[src/rtl/find_majority_stream.sv]
// Streaming strict-majority finder: buffers up to MAX_N words, runs a Boyer-Moore
// vote pass and a verify pass, then reports the majority element or NO_MAJ.
//
// state    | meaning
// ---------+-----------------------------------------------------------
// S_IDLE   | waiting for ap_start; latches clipped length
// S_LOAD   | accepting stream words into the buffer (in_ready high)
// S_VOTE   | Boyer-Moore candidate pass, one element per cycle
// S_VERIFY | counts occurrences of the candidate, one element per cycle
// S_DONE   | one-cycle ap_done/ap_ready pulse with result valid
module find_majority_stream #(
    parameter int DATA_W = 32,
    parameter int MAX_N  = 64,
    parameter int CNT_W  = $clog2(MAX_N + 1)
) (
    input  logic              ap_clk,
    input  logic              ap_rst,
    input  logic              ap_start,
    output logic              ap_done,
    output logic              ap_idle,
    output logic              ap_ready,
    input  logic [CNT_W-1:0]  n_len,
    input  logic [DATA_W-1:0] in_data,
    input  logic              in_valid,
    output logic              in_ready,
    output logic [DATA_W-1:0] ap_return,
    output logic              found
);

    localparam int                AW      = (MAX_N > 1) ? $clog2(MAX_N) : 1;
    localparam logic [CNT_W-1:0]  MAX_LEN = CNT_W'(MAX_N);
    localparam logic [CNT_W-1:0]  ONE     = CNT_W'(1);
    localparam logic [DATA_W-1:0] NO_MAJ  = '1;

    typedef enum logic [2:0] {S_IDLE, S_LOAD, S_VOTE, S_VERIFY, S_DONE} state_t;

    state_t r_state, w_state_nxt;

    logic [DATA_W-1:0] r_buf [MAX_N];
    logic [CNT_W-1:0]  r_len, r_idx, r_cnt, r_hits;
    logic [DATA_W-1:0] r_cand, r_ret;
    logic              r_found;

    logic [AW-1:0]     w_addr;
    logic [DATA_W-1:0] w_elem;
    logic              w_last, w_match, w_found_nxt, w_load_fire;
    logic [CNT_W-1:0]  w_len_clip, w_hits_nxt;

    // idx never exceeds len-1 < MAX_N while addressing the buffer
    assign w_addr      = r_idx[AW-1:0];
    assign w_elem      = r_buf[w_addr];
    assign w_last      = (r_idx == r_len - ONE);
    assign w_match     = (w_elem == r_cand);
    assign w_len_clip  = (n_len > MAX_LEN) ? MAX_LEN : n_len;
    assign w_hits_nxt  = r_hits + CNT_W'(w_match);
    assign w_found_nxt = ({w_hits_nxt, 1'b0} > {1'b0, r_len});
    assign w_load_fire = (r_state == S_LOAD) && in_valid;

    assign ap_return = r_ret;
    assign found     = r_found;

    always_ff @(posedge ap_clk) begin
        if (ap_rst) r_state <= S_IDLE;
        else        r_state <= w_state_nxt;
    end

    always_comb begin
        w_state_nxt = r_state;
        ap_idle     = 1'b0;
        ap_done     = 1'b0;
        ap_ready    = 1'b0;
        in_ready    = 1'b0;
        case (r_state)
            S_IDLE: begin
                ap_idle = 1'b1;
                if (ap_start) w_state_nxt = (w_len_clip == '0) ? S_DONE : S_LOAD;
            end
            S_LOAD: begin
                in_ready = 1'b1;
                if (in_valid && w_last) w_state_nxt = S_VOTE;
            end
            S_VOTE:   if (w_last) w_state_nxt = S_VERIFY;
            S_VERIFY: if (w_last) w_state_nxt = S_DONE;
            S_DONE: begin
                ap_done     = 1'b1;
                ap_ready    = 1'b1;
                w_state_nxt = S_IDLE;
            end
            default: w_state_nxt = S_IDLE;
        endcase
    end

    always_ff @(posedge ap_clk) begin
        if (w_load_fire) r_buf[w_addr] <= in_data;
    end

    always_ff @(posedge ap_clk) begin
        if (ap_rst) begin
            r_len   <= '0;
            r_idx   <= '0;
            r_cnt   <= '0;
            r_hits  <= '0;
            r_cand  <= '0;
            r_ret   <= NO_MAJ;
            r_found <= 1'b0;
        end else begin
            case (r_state)
                S_IDLE: begin
                    if (ap_start) begin
                        r_len <= w_len_clip;
                        r_idx <= '0;
                        if (w_len_clip == '0) begin
                            r_ret   <= NO_MAJ;
                            r_found <= 1'b0;
                        end
                    end
                end
                S_LOAD: begin
                    if (in_valid) begin
                        if (w_last) begin
                            r_idx  <= '0;
                            r_cand <= '0;
                            r_cnt  <= '0;
                        end else begin
                            r_idx <= r_idx + ONE;
                        end
                    end
                end
                S_VOTE: begin
                    if (r_cnt == '0) begin
                        r_cand <= w_elem;
                        r_cnt  <= ONE;
                    end else if (w_match) begin
                        r_cnt <= r_cnt + ONE;
                    end else begin
                        r_cnt <= r_cnt - ONE;
                    end
                    if (w_last) begin
                        r_idx  <= '0;
                        r_hits <= '0;
                    end else begin
                        r_idx <= r_idx + ONE;
                    end
                end
                S_VERIFY: begin
                    r_hits <= w_hits_nxt;
                    r_idx  <= r_idx + ONE;
                    // result registers update as DONE is entered so they are valid with ap_done
                    if (w_last) begin
                        r_found <= w_found_nxt;
                        r_ret   <= w_found_nxt ? r_cand : NO_MAJ;
                    end
                end
                default: ;
            endcase
        end
    end

endmodule

[config.mk]
export PLATFORM = sky130hd
export DESIGN_NAME = find_majority_stream
export DESIGN_NICKNAME = d
export VERILOG_FILES = /design/src/rtl/find_majority_stream.sv
export SDC_FILE = /design/constraint.sdc
export NUM_CORES = 2
export LEC_CHECK = 0
export ABC_AREA = 1
export CAP_MARGIN = 20
export CELL_PAD_IN_SITES_DETAIL_PLACEMENT = 2
export CELL_PAD_IN_SITES_GLOBAL_PLACEMENT = 2
export CORE_MARGIN = 1
export CORE_UTILIZATION = 39
export DETAILED_ROUTE_END_ITERATION = 8
export PLACE_DENSITY_LB_ADDON = 0.1
export REMOVE_ABC_BUFFERS = 1
export SLEW_MARGIN = 5
export SYNTH_ARGS = -nofsm -noshare
export SYNTH_HDL_FRONTEND = slang
export SYNTH_SLANG_ARGS = --single-unit
[constraint.sdc]
create_clock -name ap_clk -period 4.05 [get_ports ap_clk]
set_clock_uncertainty 0.05 [all_clocks]
set_input_delay 0.81 -clock ap_clk [delete_from_list [all_inputs] [get_ports ap_clk]]
set_output_delay 0.81 -clock ap_clk [all_outputs]
set_load 0.02 [all_outputs]
Word-level counts from Yosys, hierarchy flattened
Memory sizes are Yosys's and may differ from the RTL's. A register that Yosys moved wholly into a read port is not among the register bits. Index checks and enable logic that the tools add are counted.

Register bits: 96. Bits in latches: 0. Memory bits (writable): 2048. Memory bits (read-only): 0. Input bits: 43. Output and inout port bits: 37. Word-level logic and storage cells: 83. Memories kept: 1.

Memories: r_buf (words 64, bits a word 32, rd ports 1, clocked after memory_dff 1, wr ports 1, line 39) `logic [DATA_W-1:0] r_buf [MAX_N];`.

Add/sub/neg operators: 5. Multipliers: 0. Divide/modulo/power cells: 0. Order comparisons: 2. Equal/unequal tests: 14. Shift-type cells: 0. Multiplexer cells: 37. Bitwise operators: 0. Reduce and logical (&&, ||, !) cells: 16.

Operator list (count): $mux 32 (7); $pmux 32 s2 (2); $mux 7 (8); $eq 32x32->1 (1); $pmux 7 s2 (2); $pmux 7 s4 (1); $mux 3 (5); $add 7x1->7 const B (2); $logic_not 7->1 (2); $ne 2x2->1 const B (7); $sub 7x1->7 const B (2); $mux 6 (2); $pmux 3 s4 (1); $reduce_and 4->1 (3); $gt 8x7->1 (1); $mux 1 (8); $add 7x1->7 (1); $eq 7x7->1 (1); $gt 7x7->1 const B (1); $eq 3x2->1 const B (2); $reduce_and 3->1 (2); $reduce_bool 2->1 (3); $reduce_and 2->1 (2); $reduce_bool 4->1 (1); other kinds (6) (7).

Logic depth before layout (Yosys ltp)
Word-level depth: 7. Gate-level depth with buffers: 35. Mapped depth without buffers: 31.

Worst setup path after synthesis
Ideal clock, no wire load.

Kind: flip-flop to flip-flop. From: register with a tool-made name. To: register r_ret[22], in the netlist ap_return[22]. Library setup time: 0.126 ns. Data arrival time: 3.891 ns. Required time: 3.874 ns. Setup slack: -0.017 ns. Cell stages (with the launch flop): 35. Period minus slack after synthesis: 4.067 ns. Cell sequence: dfxtp_1 -> buf_4 -> inv_4 -> buf_6 -> buf_6 -> buf_4 -> nand2_1 -> nand3_1 -> nand3_1 -> nand3_1 -> nand3_1 -> nand3_1 -> nand2_1 -> nand2_1 -> nand2_1 -> nand2_1 -> nor2_1 -> nand2_1 -> nor2_1 -> nand2_1 -> inv_1 -> ha_1 -> ha_1 -> a31o_2 -> nand2_1 -> inv_1 -> ha_1 -> nand2_1 -> o21ai_0 -> a21oi_1 -> o31ai_1 -> nand2_1 -> clkbuf_1 -> o22ai_1 -> nand2_1.

RTL lines: end signal, assigned (line 151) `r_ret <= w_found_nxt ? r_cand : NO_MAJ;`; end, declared (line 41) `logic [DATA_W-1:0] r_cand, r_ret;`.

==> out/results.txt <==
The least setup slack across all paths after layout came out at -1.08 ns. During I/O placement, the number of pins put on the boundary was 80. In this run, synthesis produced a sequential element count of 2150. The via density per instance is 5.89. The tools report the final count of pins violating max slew as 0.

The critical path in this run is classified as flop to flop. The die is 474 um tall. The relative max-transition margin is 0.211. Along the worst path, the maximum fanout reaches 8. Power density normalized to cell area: 600 mW/mm^2. The horizontal die dimension works out to 474 um.

The logs give 195 MHz for the fmax and 0 for the number of hold-slack violations in the final timing report. The synthesized design spends more area on one cell type than any other, namely sky130_fd_sc_hd__edfxtp_1. The logs give 70500 for the number of global-route vias before repair and 38.9 nW for the standby leakage power. The area share of the leading cell type in the synthesized netlist is 0.708, and the final cell count without fillers is 11200. The number of synthesized flops with an enable pin is 2048. Clock tree synthesis found a total of 2150 sinks. The logs give 0.850 for the last weighted congestion value of the routability-driven placer and 10 for the number of antenna violations at the first check in global routing. Across all layers, the routed design uses 65800 vias. Area added between synthesis and finish: 25.5%. Setup violations remaining at the end of the flow were counted as 39. Power comes to 0.0654 W. The signal arrival time at the worst endpoint was 5.79 ns; the number of nets in the finished design was 8079. The run gives 0.394 as the initial core utilization. In this design, the critical path's most frequently occurring cell is sky130_fd_sc_hd__nand2_1.

Across the VDD grid, the largest voltage drop is 0.464 mV. The run gives 0 as the global route total overflow. The root buffer cell chosen for the clock tree is sky130_fd_sc_hd__clkbuf_16. Synthesis produced 7393 cells. The cell depth of the worst hold path came out at 1.

In this run, placement finished with an instance count of 10600. The post-synthesis cell area is 0.0868 sq mm, and the distinct cell type count after synthesis is 31. The tools report the maximum number of pins on one net before global-route repair as 67. Clock latency on the worst-skew pair, taken at its later pin, is 0.90 ns.

The proportion of layout cells with a drive suffix above 1 came out at 0.204. After floorplanning, the core was sized to cover 0.220 sq mm. The clock tree synthesis step divided the H-tree into 4 levels. The tools report the global-route wire length before repair as 515000 um. TritonCTS built the clock tree. The most frequent cell after synthesis was sky130_fd_sc_hd__nand2_1.

The cell depth of the worst flop-to-flop path is 35. In the post-synthesis netlist, the biggest area contributors are sky130_fd_sc_hd__edfxtp_1 71%, sky130_fd_sc_hd__nand3_1 12%, sky130_fd_sc_hd__nand2_1 10%. The type of element capturing the critical path was a flop. The synthesized area per cell was 11.7 sq um. The floorplan has 172 rows. Setup repair after global routing could not meet its margin everywhere.

The run gives 0.732 as the sequential cell area fraction in the yosys report. Startpoint type of the worst setup path: a flop. TritonCTS created 233 clock buffers. For this run, the leading register cell type out of synthesis is sky130_fd_sc_hd__edfxtp_1. The number of DRC markers in iteration 0 came out at 6433. The area of the die is 0.224 sq mm, and the data required time at the worst endpoint is 4.71 ns. Summed over all layers, the routed wires come to 371000 um.

The first detailed-routing pass ran for 5 iterations. The worst hold path belongs to the class input port to flop. In the routed design, unresolved DRC markers number 0. The commonest cells after synthesis are 2302 x sky130_fd_sc_hd__nand2_1, 2048 x sky130_fd_sc_hd__edfxtp_1, 2030 x sky130_fd_sc_hd__nand3_1, 287 x sky130_fd_sc_hd__buf_2, 147 x sky130_fd_sc_hd__nor2_1. The critical path's slowest cell is sky130_fd_sc_hd__dfxtp_4. The slew at the pin with the worst max-slew slack is 1.18 ns, and the setup total negative slack is -34.34 ns. The tools report the hold buffer count at cts as 0. Dividing the detail-routed wire length by the instance count gives 33.2 um.

After legalization and detailed placement, the total HPWL measured 216000 um. The period utilization was 1.27; the total routing usage reported by global routing was 0.322. The count of synthesis-stage warnings from yosys is 0. The number of routed nets with antenna violations was 0; the proportion of register bits with asynchronous set or reset after synthesis was 0. The tool flagged a number of max-cap violations equal to 0. The final critical delay including setup and external delays came out at 5.13 ns. The clock slew at the register clock pins of the worst setup and hold paths works out to 0.07 ns. In this run the deepest clock path goes through 3 buffers. In this design, the stage delay of the slowest critical-path cell is 0.38 ns.

On the final layout, the worst hold slack is 0.286 ns. The count of buffers from port buffering came out at 79. The flow ran to the end, but the final reports show violations.

The checks that failed: negative setup slack.
placed cells by master (no fill, tap or decap), drive strengths merged, types with 2 or more instances in the layout:
| master | count |
|---|---|
| diode | 5 |
| o21ai | 44 |
| edfxtp | 2048 |
| clkdlybuf4s50 | 47 |
| or2 | 2 |
| bufinv | 13 |
| xor2 | 15 |
| nor4 | 3 |
| dfxtp | 102 |
| nand3 | 2030 |
| inv | 97 |
| nor2 | 147 |
| a21oi | 67 |
| bufbuf | 8 |
| nor3 | 8 |
| buf | 796 |
| o31ai | 2 |
| xnor2 | 3 |
| ha | 15 |
| clkinv | 110 |
| nand4 | 2 |
| a211oi | 2 |
| clkinvlp | 4 |
| nand2 | 2302 |
| o22ai | 32 |
| clkbuf | 316 |
sequential cells by signal, summed over array words and instances (netlist names), named ones only:
signal / flops
r_idx: 7
r_cnt: 7
r_state: 3
ap_return: 32
r_hits: 7
r_buf: 2048
found: 1
r_cand: 32
r_len: 7
logic make-up (layout without fill, tap and decap cells):
logic type                 count (synthesis)  count (layout)  synth area share
other                                      0               5                 0
adders and majority gates                 16              16           0.00239
AOI/OAI and AO/OA                        149             149           0.00930
DFF                                     2150            2150             0.732
buffers and inverters                    565            1391            0.0305
xor gates and xnor gates                  18              18           0.00182
and+or+nand+nor                         4495            4495             0.224
through the flow:
| stage | cell area [sq um] | utilization | worst slack [ns] |
|---|---|---|---|
| 3_5_place_dp | 96900 | 0.440 | -1.38 |
| 3_3_place_gp | 96900 | 0.440 | -1.38 |
| 5_1_grt | 109000 | 0.494 | -1.29 |
| 6_report | 109000 | 0.494 | -1.08 |
| 2_1_floorplan | 84500 | - | -44.60 |
| 4_1_cts | 107000 | 0.485 | -0.942 |
layout make-up:
type,instances,area [sq um]
clock inverter,128,1050
fill,21500,111000
antenna,5,12.5
clock buffer,306,6300
timing repair inverter,3,56.3
sequential,2150,63600
tap,2958,3700
timing repair buffer,861,10100
multi-input combinational,4678,23700
inverter,93,420
power by group:
part / switching, W / internal, W / total [W] / leakage [nW]
combinational: 0.0123 / 0.00733 / 0.0196 / 16.1
sequential: 0.000193 / 0.0246 / 0.0247 / 19.2
clock: 0.00927 / 0.0117 / 0.0210 / 3.59
total: 0.0218 / 0.0436 / 0.0654 / 38.9
critical path: cells and delay by family, from the launching register on:
family	cells	cell delay [ns]
compound gates	2	0.33
xor+xnor	1	0.18
fa+ha+maj	2	0.54
buf+inv	9	1.32
flops	1	0.38
simple gates	21	2.06
final timing paths:
path                    startpoint                         to  slack (ns)
min reg2reg  r_len[1]$_SDFFE_PP0P_      r_len[1]$_SDFFE_PP0P_        0.43
max reg2reg                   flop  ap_return[1]$_SDFFE_PP1P_       -1.08
min                    in_data[23]    r_buf[23][23]$_DFFE_PP_        0.29
max                           flop  ap_return[1]$_SDFFE_PP1P_       -1.08
metal layers:
metal | GRT usage | wire [um] | vias up
li1 | - | - | 27600
met1 | 0.418 | 151000 | 35200
met2 | 0.549 | 182000 | 2312
met3 | 0.0395 | 21000 | 714
met4 | 0.125 | 16900 | 2
met5 | 0 | 13 | -
repair_timing:
| item | CTS | global route |
|---|---|---|
| setup endpoints to repair | 44 | 44 |
| pin swaps | 69 | 139 |
| resized for setup | 325 | 364 |
| setup buffers | 60 | 25 |
| gates cloned | 20 | 11 |
Note: power is estimated with default switching activity, not from simulation.
